`config.mk`:
```
export PLATFORM = sky130hd
export DESIGN_NAME = vga_timing_gen
export DESIGN_NICKNAME = d
export VERILOG_FILES = /design/src/rtl/vga_pkg.sv /design/src/rtl/vga_wrap_counter.sv /design/src/rtl/vga_timing_gen.sv
export SDC_FILE = /design/constraint.sdc
export NUM_CORES = 1
export LEC_CHECK = 0
export CAP_MARGIN = 30
export CORE_UTILIZATION = 49
export DETAILED_ROUTE_END_ITERATION = 10
export PLACE_DENSITY = 0.79
export SYNTH_ARGS = -nofsm -noshare
export SYNTH_HDL_FRONTEND = slang
export SYNTH_SLANG_ARGS = --single-unit
```
`constraint.sdc`:
```
create_clock -name clk -period 1.9 [get_ports clk]
set_input_delay 0.285 -clock clk [delete_from_list [all_inputs] [get_ports clk]]
set_output_delay 0.285 -clock clk [all_outputs]
set_load 0.02 [all_outputs]
```
`src/rtl/vga_pkg.sv`:
```
// vga_pkg: shared 640x480@60 timing constants and the raw/aligned flag bundle.
package vga_pkg;
    localparam int H_ACTIVE = 640;
    localparam int H_FP     = 16;
    localparam int H_SYNC   = 96;
    localparam int H_BP     = 48;
    localparam int H_TOTAL  = H_ACTIVE + H_FP + H_SYNC + H_BP;
    localparam int V_ACTIVE = 480;
    localparam int V_FP     = 10;
    localparam int V_SYNC   = 2;
    localparam int V_BP     = 33;
    localparam int V_TOTAL  = V_ACTIVE + V_FP + V_SYNC + V_BP;

    typedef struct packed {
        logic active;
        logic hs;
        logic vs;
    } vga_flags_t;

    // Blanked, sync idle: what the pins show before any real pixel arrives.
    localparam vga_flags_t FLAGS_IDLE = '{active: 1'b0, hs: 1'b1, vs: 1'b1};
endpackage

```
`src/rtl/vga_wrap_counter.sv`:
```
// vga_wrap_counter: enabled up-counter 0..MAX; wrap flags the enabled cycle at MAX.
module vga_wrap_counter #(
    parameter int WIDTH = 16,
    parameter int MAX   = 799
) (
    input  logic             clk,
    input  logic             rst,
    input  logic             en,
    output logic [WIDTH-1:0] count,
    output logic             wrap
);
    assign wrap = en && (count == WIDTH'(MAX));

    always_ff @(posedge clk or negedge rst) begin
        if (!rst)
            count <= '0;
        else if (en)
            count <= wrap ? '0 : count + WIDTH'(1);
    end
endmodule

```
`src/rtl/vga_timing_gen.sv`:
```
// vga_timing_gen: VGA counters, sync/blank flags and pin-aligned RGB.
// Define PIXEL_DIV_EN for a 25 MHz pixel strobe from clk with 1-pixel pin latency.
module vga_timing_gen
    import vga_pkg::*;
#(
    parameter int H_ACT   = H_ACTIVE,
    parameter int H_FRONT = H_FP,
    parameter int H_PULSE = H_SYNC,
    parameter int H_BACK  = H_BP,
    parameter int V_ACT   = V_ACTIVE,
    parameter int V_FRONT = V_FP,
    parameter int V_PULSE = V_SYNC,
    parameter int V_BACK  = V_BP
) (
    input  logic        clk,
    input  logic        rst,
    input  logic [3:0]  Red_in,
    input  logic [3:0]  Green_in,
    input  logic [3:0]  Blue_in,
    output logic [15:0] Xpos,
    output logic [15:0] Ypos,
    output logic        pix_en,
    output logic        frame_start,
    output logic        hsync,
    output logic        vsync,
    output logic        video_on,
    output logic [3:0]  vga_r,
    output logic [3:0]  vga_g,
    output logic [3:0]  vga_b
);
    localparam int H_TOT = H_ACT + H_FRONT + H_PULSE + H_BACK;
    localparam int V_TOT = V_ACT + V_FRONT + V_PULSE + V_BACK;

    logic       x_wrap;
    logic       y_wrap;
    vga_flags_t raw;
    vga_flags_t pin_src;

    always_ff @(posedge clk or negedge rst) begin
        if (!rst)
            pix_en <= 1'b0;
        else
`ifdef PIXEL_DIV_EN
            pix_en <= ~pix_en;
`else
            pix_en <= 1'b1;
`endif
    end

    vga_wrap_counter #(.WIDTH(16), .MAX(H_TOT - 1)) u_x (
        .clk   (clk),
        .rst   (rst),
        .en    (pix_en),
        .count (Xpos),
        .wrap  (x_wrap)
    );

    vga_wrap_counter #(.WIDTH(16), .MAX(V_TOT - 1)) u_y (
        .clk   (clk),
        .rst   (rst),
        .en    (x_wrap),
        .count (Ypos),
        .wrap  (y_wrap)
    );

    assign raw = '{
        active: (Xpos < 16'(H_ACT)) && (Ypos < 16'(V_ACT)),
        hs:     !((Xpos >= 16'(H_ACT + H_FRONT)) && (Xpos < 16'(H_ACT + H_FRONT + H_PULSE))),
        vs:     !((Ypos >= 16'(V_ACT + V_FRONT)) && (Ypos < 16'(V_ACT + V_FRONT + V_PULSE)))
    };

`ifdef PIXEL_DIV_EN
    assign pin_src = raw;
`else
    // Extra pixel of delay lines the flags up with a colour stage that registers once.
    vga_flags_t s1;
    always_ff @(posedge clk or negedge rst) begin
        if (!rst)
            s1 <= FLAGS_IDLE;
        else if (pix_en)
            s1 <= raw;
    end
    assign pin_src = s1;
`endif

    always_ff @(posedge clk or negedge rst) begin
        if (!rst) begin
            frame_start <= 1'b0;
            hsync       <= 1'b1;
            vsync       <= 1'b1;
            video_on    <= 1'b0;
            vga_r       <= '0;
            vga_g       <= '0;
            vga_b       <= '0;
        end else begin
            frame_start <= y_wrap;
            if (pix_en) begin
                hsync    <= pin_src.hs;
                vsync    <= pin_src.vs;
                video_on <= pin_src.active;
                vga_r    <= pin_src.active ? Red_in   : '0;
                vga_g    <= pin_src.active ? Green_in : '0;
                vga_b    <= pin_src.active ? Blue_in  : '0;
            end
        end
    end
endmodule

```
**Yosys cells after proc, flatten, opt, wreduce, memory -nomap -nowiden**

Index checks and enable logic that the tools add are counted.

- Register bits after elaboration: 52
- Input port bits: 14
- Word-level logic and storage cells: 35

- Add/subtract/negate cells: 2
- $lt $le $gt $ge: 6
- Equality and inequality tests: 2
- Mux-type cells: 5
- Reductions and logical operators: 7

Operator list:

| kind | number |
|---|---|
| $add 16x1->16 const B | 2 |
| $eq 16x10->1 const B | 2 |
| $lt 16x10->1 const B | 2 |
| $lt 16x9->1 const B | 2 |
| $mux 16 | 2 |
| $ge 16x10->1 const B | 1 |
| $ge 16x9->1 const B | 1 |
| $mux 4 | 3 |
| $logic_and 1x1->1 | 5 |
| $logic_not 1->1 | 2 |

**Logic depth before layout (Yosys ltp)**

- Depth in word-level cells: 4
- Mapped depth: 6
- Depth with buffers taken out: 6

**By module**

A second synthesis with hierarchy kept.

- Cells, all modules: 230
- Area total of the unflattened synthesis: 2402.3 um^2

By module, submodules not included:

| module | instances | cells an instance | area an instance (um^2) | seq. area each (um^2) |
|---|---|---|---|---|
| vga_timing_gen | 1 | 83 | 847.1 | 505.5 |
| vga_wrap_counter (u_x) | 1 | 74 | 788.3 | 400.4 |
| vga_wrap_counter (u_y) | 1 | 73 | 767.0 | 400.4 |

**Worst setup path after synthesis**

No wires, ideal clock.

- Path kind: reg2reg
- Start: reg u_x.count[0]
- End: reg u_y.count[9]
- Library setup time: 83 ps
- Data arrival time: 1702 ps
- Required time: 1817 ps
- Path slack: 116 ps
- Stages on the path, launching flop included: 6
- Path through: dfrtp_1 > ha_1 > and4_4 > nand4_4 > or4b_1 > o21ai_0

- Word-level cells in the longest chain between the ends: 4

RTL lines:

| what | line | source |
|---|---|---|
| start, declared | vga_wrap_counter.sv:9 | `output logic [WIDTH-1:0] count,` |
| start signal, assigned | vga_wrap_counter.sv:18 | `count <= wrap ? '0 : count + WIDTH'(1);` |
| $eq 16x10->1 * | vga_wrap_counter.sv:12 | `assign wrap = en && (count == WIDTH'(MAX));` |
| $logic_and 1x1->1 * | vga_wrap_counter.sv:12 |  |
| $logic_and 1x1->1 | vga_wrap_counter.sv:12 |  |
| $mux 16 | vga_wrap_counter.sv:18 |  |
| end signal, assigned | vga_wrap_counter.sv:18 |  |
| end, declared | vga_wrap_counter.sv:9 |  |

Every way passes the cells marked *; elsewhere a longest branch is shown, timed or not.
A chain may end at the register's enable or synchronous reset.

**Final worst setup path**

- Start: reg u_x.count[4]
- End: out Xpos[4]

RTL lines:

| what | line | source |
|---|---|---|
| end, declared | vga_timing_gen.sv:20 | `output logic [15:0] Xpos,` |

No word-level cell between the ends.

==> summary.txt <==
Run status
  • Run status: finished, final reports clean

CTS
  • Cell at the root of the clock tree: clkbuf_8
  • Inserted Clock Buffers: 5
  • Total clock sinks: 52
  • Worst-path clk slew: 100 ps
  • TritonCTS clock tree: done
  • Number of H-tree levels: 2
  • Clk buf depth: 2
  • Clock insertion delay at the later pin of the skew report: 310 ps

Detailed routing
  • Drc violations: 0
  • Met3 WL: 338 um
  • Initial DRT Pass Iterations: 4
  • Highest metal layer with signal wires: met4
  • Total number of vias: 2187
  • Drt initial violations: 197
  • Vias/cell: 5.48
  • Post-DRT Antenna Nets: 0
  • Met2 wire length: 2830 um
  • Post-DR wirelength/cell: 14.7 um
  • Detailed Route WL: 5850 um
  • Met1 routed wirelength after detailed routing: 2580 um

Setup path
  • WP buf/inv: 1
  • Setup crit start: u_x.count[4]
  • Worst setup path class: flip-flop to primary output
  • Critical path endpoint category: primary output
  • Data arrival time of the worst path: 1550 ps
  • Max Fanout on Critical Path: 8
  • Crit-path leading delay family: buffers and inverters
  • RR Startpoint: u_x.count[6]
  • Type of element launching the critical path: flip-flop
  • Data required time at the worst endpoint: 1620 ps
  • CP max stage cell: clkdlybuf4s50_1
  • Worst path cell trace: clkdlybuf4s50_1
  • CP max stage delay: 680 ps

Global routing
  • Pin count of the biggest net entering global routing: 35
  • Wire length of the first global-routing pass: 9770 um
  • Via count of the first global-routing pass: 2092
  • Gr ovfl total: 0
  • Number of antenna violations at the first check in global routing: 0
  • GRT Overall Usage: 23.3%

Power and ir drop
  • Cell area power density: 801 nW/um2
  • VDD IR max: 870 uV
  • Leakage dissipation: 1.49 nW
  • Total power draw: 2.78 mW

Floorplanning
  • Total number of placement rows: 25
  • Die ar.: 5530 um2
  • DIE HEIGHT: 74.4 um
  • Die X: 74.4 um
  • Number of top-level pins: 63
  • Initial standard-cell utilization of the core: 52.6%
  • Std-Cell Core Area: 4880 um2

Place
  • Cell area after placement: 3330 um2
  • HPWL after detailed placement: 4240 um
  • Count of buffers from port buffering: 62
  • Final estimated routing congestion in global placement: 0.892

Synthesis
  • Synthesis warning total: 0
  • Average cell area after synthesis: 10.0 um2
  • Flops & latches, synth: 52
  • Library cells used by synthesis: 44
  • Share of flip-flops with an asynchronous set or reset: 100%
  • Post-synth EDFFs: 0
  • Synth Net Count: 274
  • Synth Instances: 256
  • Proportion of synthesized chip area in sequential cells: 50.9%
  • Main synth FF type: dfrtp_1
  • Mapped cell area: 2570 um2

Timing
  • Minimum clock period: 1830 ps
  • Clock tree skew after final layout: 5.47 ps
  • Unrepaired setup endpoints after global routing: yes
  • # setup viols final: 0
  • Endpoints failing hold: 0
  • Period Utilization, post-route: 96.3%
  • Highest clock frequency the design can meet: 0.546 GHz
  • Final count of pins violating max slew: 0

Cells and area
  • Post-route cell area: 3480 um2
  • Total inserted antenna cells: 0
  • Share of layout cells above drive strength 1: 13.3%
  • Synthesis-to-layout area growth: 35.4%
  • Final net count: 349

Min path
  • Type of the worst min-delay path: input port to asynchronous set/reset pin

Flow run
  • Maxcap violations: 0
## timing repair
item                       in CTS  in global routing
hold endpoints to repair       18                  0
setup endpoints to repair       0                  4
setup buffers                   0                  2
resized for setup               0                  1
hold buffers                    1                  0
## registers in the layout, summed over array words and instances (netlist names)
register	count
pix_en	1
video_on	1
u_y.count	16
hsync	1
vga_b	4
vsync	1
vga_g	4
u_x.count	16
pin_src	3
frame_start	1
vga_r	4
## Yosys cell counts, types with 3 or more instances
master,count,area [um2]
dfrtp_1,48,1200
inv_1,26,97.6
nand2_1,26,97.6
o21ai_0,21,105
nand3_1,14,70.1
xnor2_1,13,114
nor2_1,12,45.0
nand4_1,10,62.6
xor2_1,9,78.8
and4_1,7,61.3
nor4_1,7,43.8
clkbuf_1,5,18.8
a211oi_1,4,30.0
and3_1,4,25.0
dfstp_2,4,105
ha_1,4,50.1
nor3_1,4,20.0
mux2_2,3,33.8
o31ai_1,3,22.5
## routing by layer
| layer | up-vias | track usage, % |
|---|---|---|
| li1 | 1038 | - |
| met1 | 1050 | 30.5 |
| met2 | 88 | 38.6 |
| met3 | 11 | 4.47 |
| met4 | 0 | 8.60 |
| met5 | - | 0 |
## cell families (layout without fill, tap and decap cells)
kind of cell | count (synthesis) | after routing | synth area share, %
multiplexers | 4 | 4 | 1.71
AO/OA/AOI/OAI | 34 | 34 | 7.89
other | 1 | 1 | 0.146
flip-flops | 52 | 52 | 50.9
XOR/XNOR | 22 | 22 | 7.51
buffers and inverters | 36 | 112 | 5.65
AND/OR/NAND/NOR | 103 | 103 | 24.3
adder cells (fa/ha/maj) | 4 | 4 | 1.95
## placed cells by master (no fill, tap or decap), drive strengths merged, types with 2 or more instances in the layout
master / instances
a211oi: 4
a21oi: 2
and2: 2
and3: 4
and4: 8
and4bb: 3
buf: 16
clkbuf: 5
clkdlybuf4s50: 61
clkinv: 2
dfrtp: 48
dfstp: 4
ha: 4
inv: 26
mux2: 3
nand2: 27
nand3: 14
nand4: 12
nor2: 13
nor3: 6
nor4: 9
o21ai: 21
o31ai: 3
xnor2: 13
xor2: 9
## power breakdown
group          internal (mW)  leakage, nW  total (mW)  switching, mW
logic                  0.332        0.751       0.674          0.342
registers               1.21        0.677        1.33          0.124
clock network          0.397       0.0583       0.781          0.384
## final cells by class
| type | instances | area (um2) |
|---|---|---|
| clock buffers | 5 | 68.8 |
| clock inverters | 3 | 47.5 |
| fillers | 400 | 1400 |
| inverters | 26 | 97.6 |
| multi-input cells | 168 | 1120 |
| flip-flops and latches | 52 | 1310 |
| well taps | 67 | 83.8 |
| repair buffers | 78 | 751 |
## final timing paths
check	end	slack [ps]	depth (start not counted)
hold reg to reg	u_x.count[15]	510	1
setup reg to reg	u_y.count[9]	120	4
hold / removal	vga_b[2]	450	2
max in group asynchronous	vsync	850	3
setup / recovery	Xpos[4]	70	1
min in group clk	u_x.count[15]	510	1
## stage by stage
step	utilization [%]	setup slack, ps	cells	TNS (ps)	hold WS (ps)
2_1_floorplan	-	116	256	0	-10.6
3_3_place_gp	68.2	183	388	0	245
3_5_place_dp	68.2	145	388	0	251
4_1_cts	70.8	60.1	397	0	447
5_1_grt	71.3	-33.1	399	-75.2	478
6_report	71.3	69.7	399	0	448
Note: power is estimated with default switching activity, not from simulation.
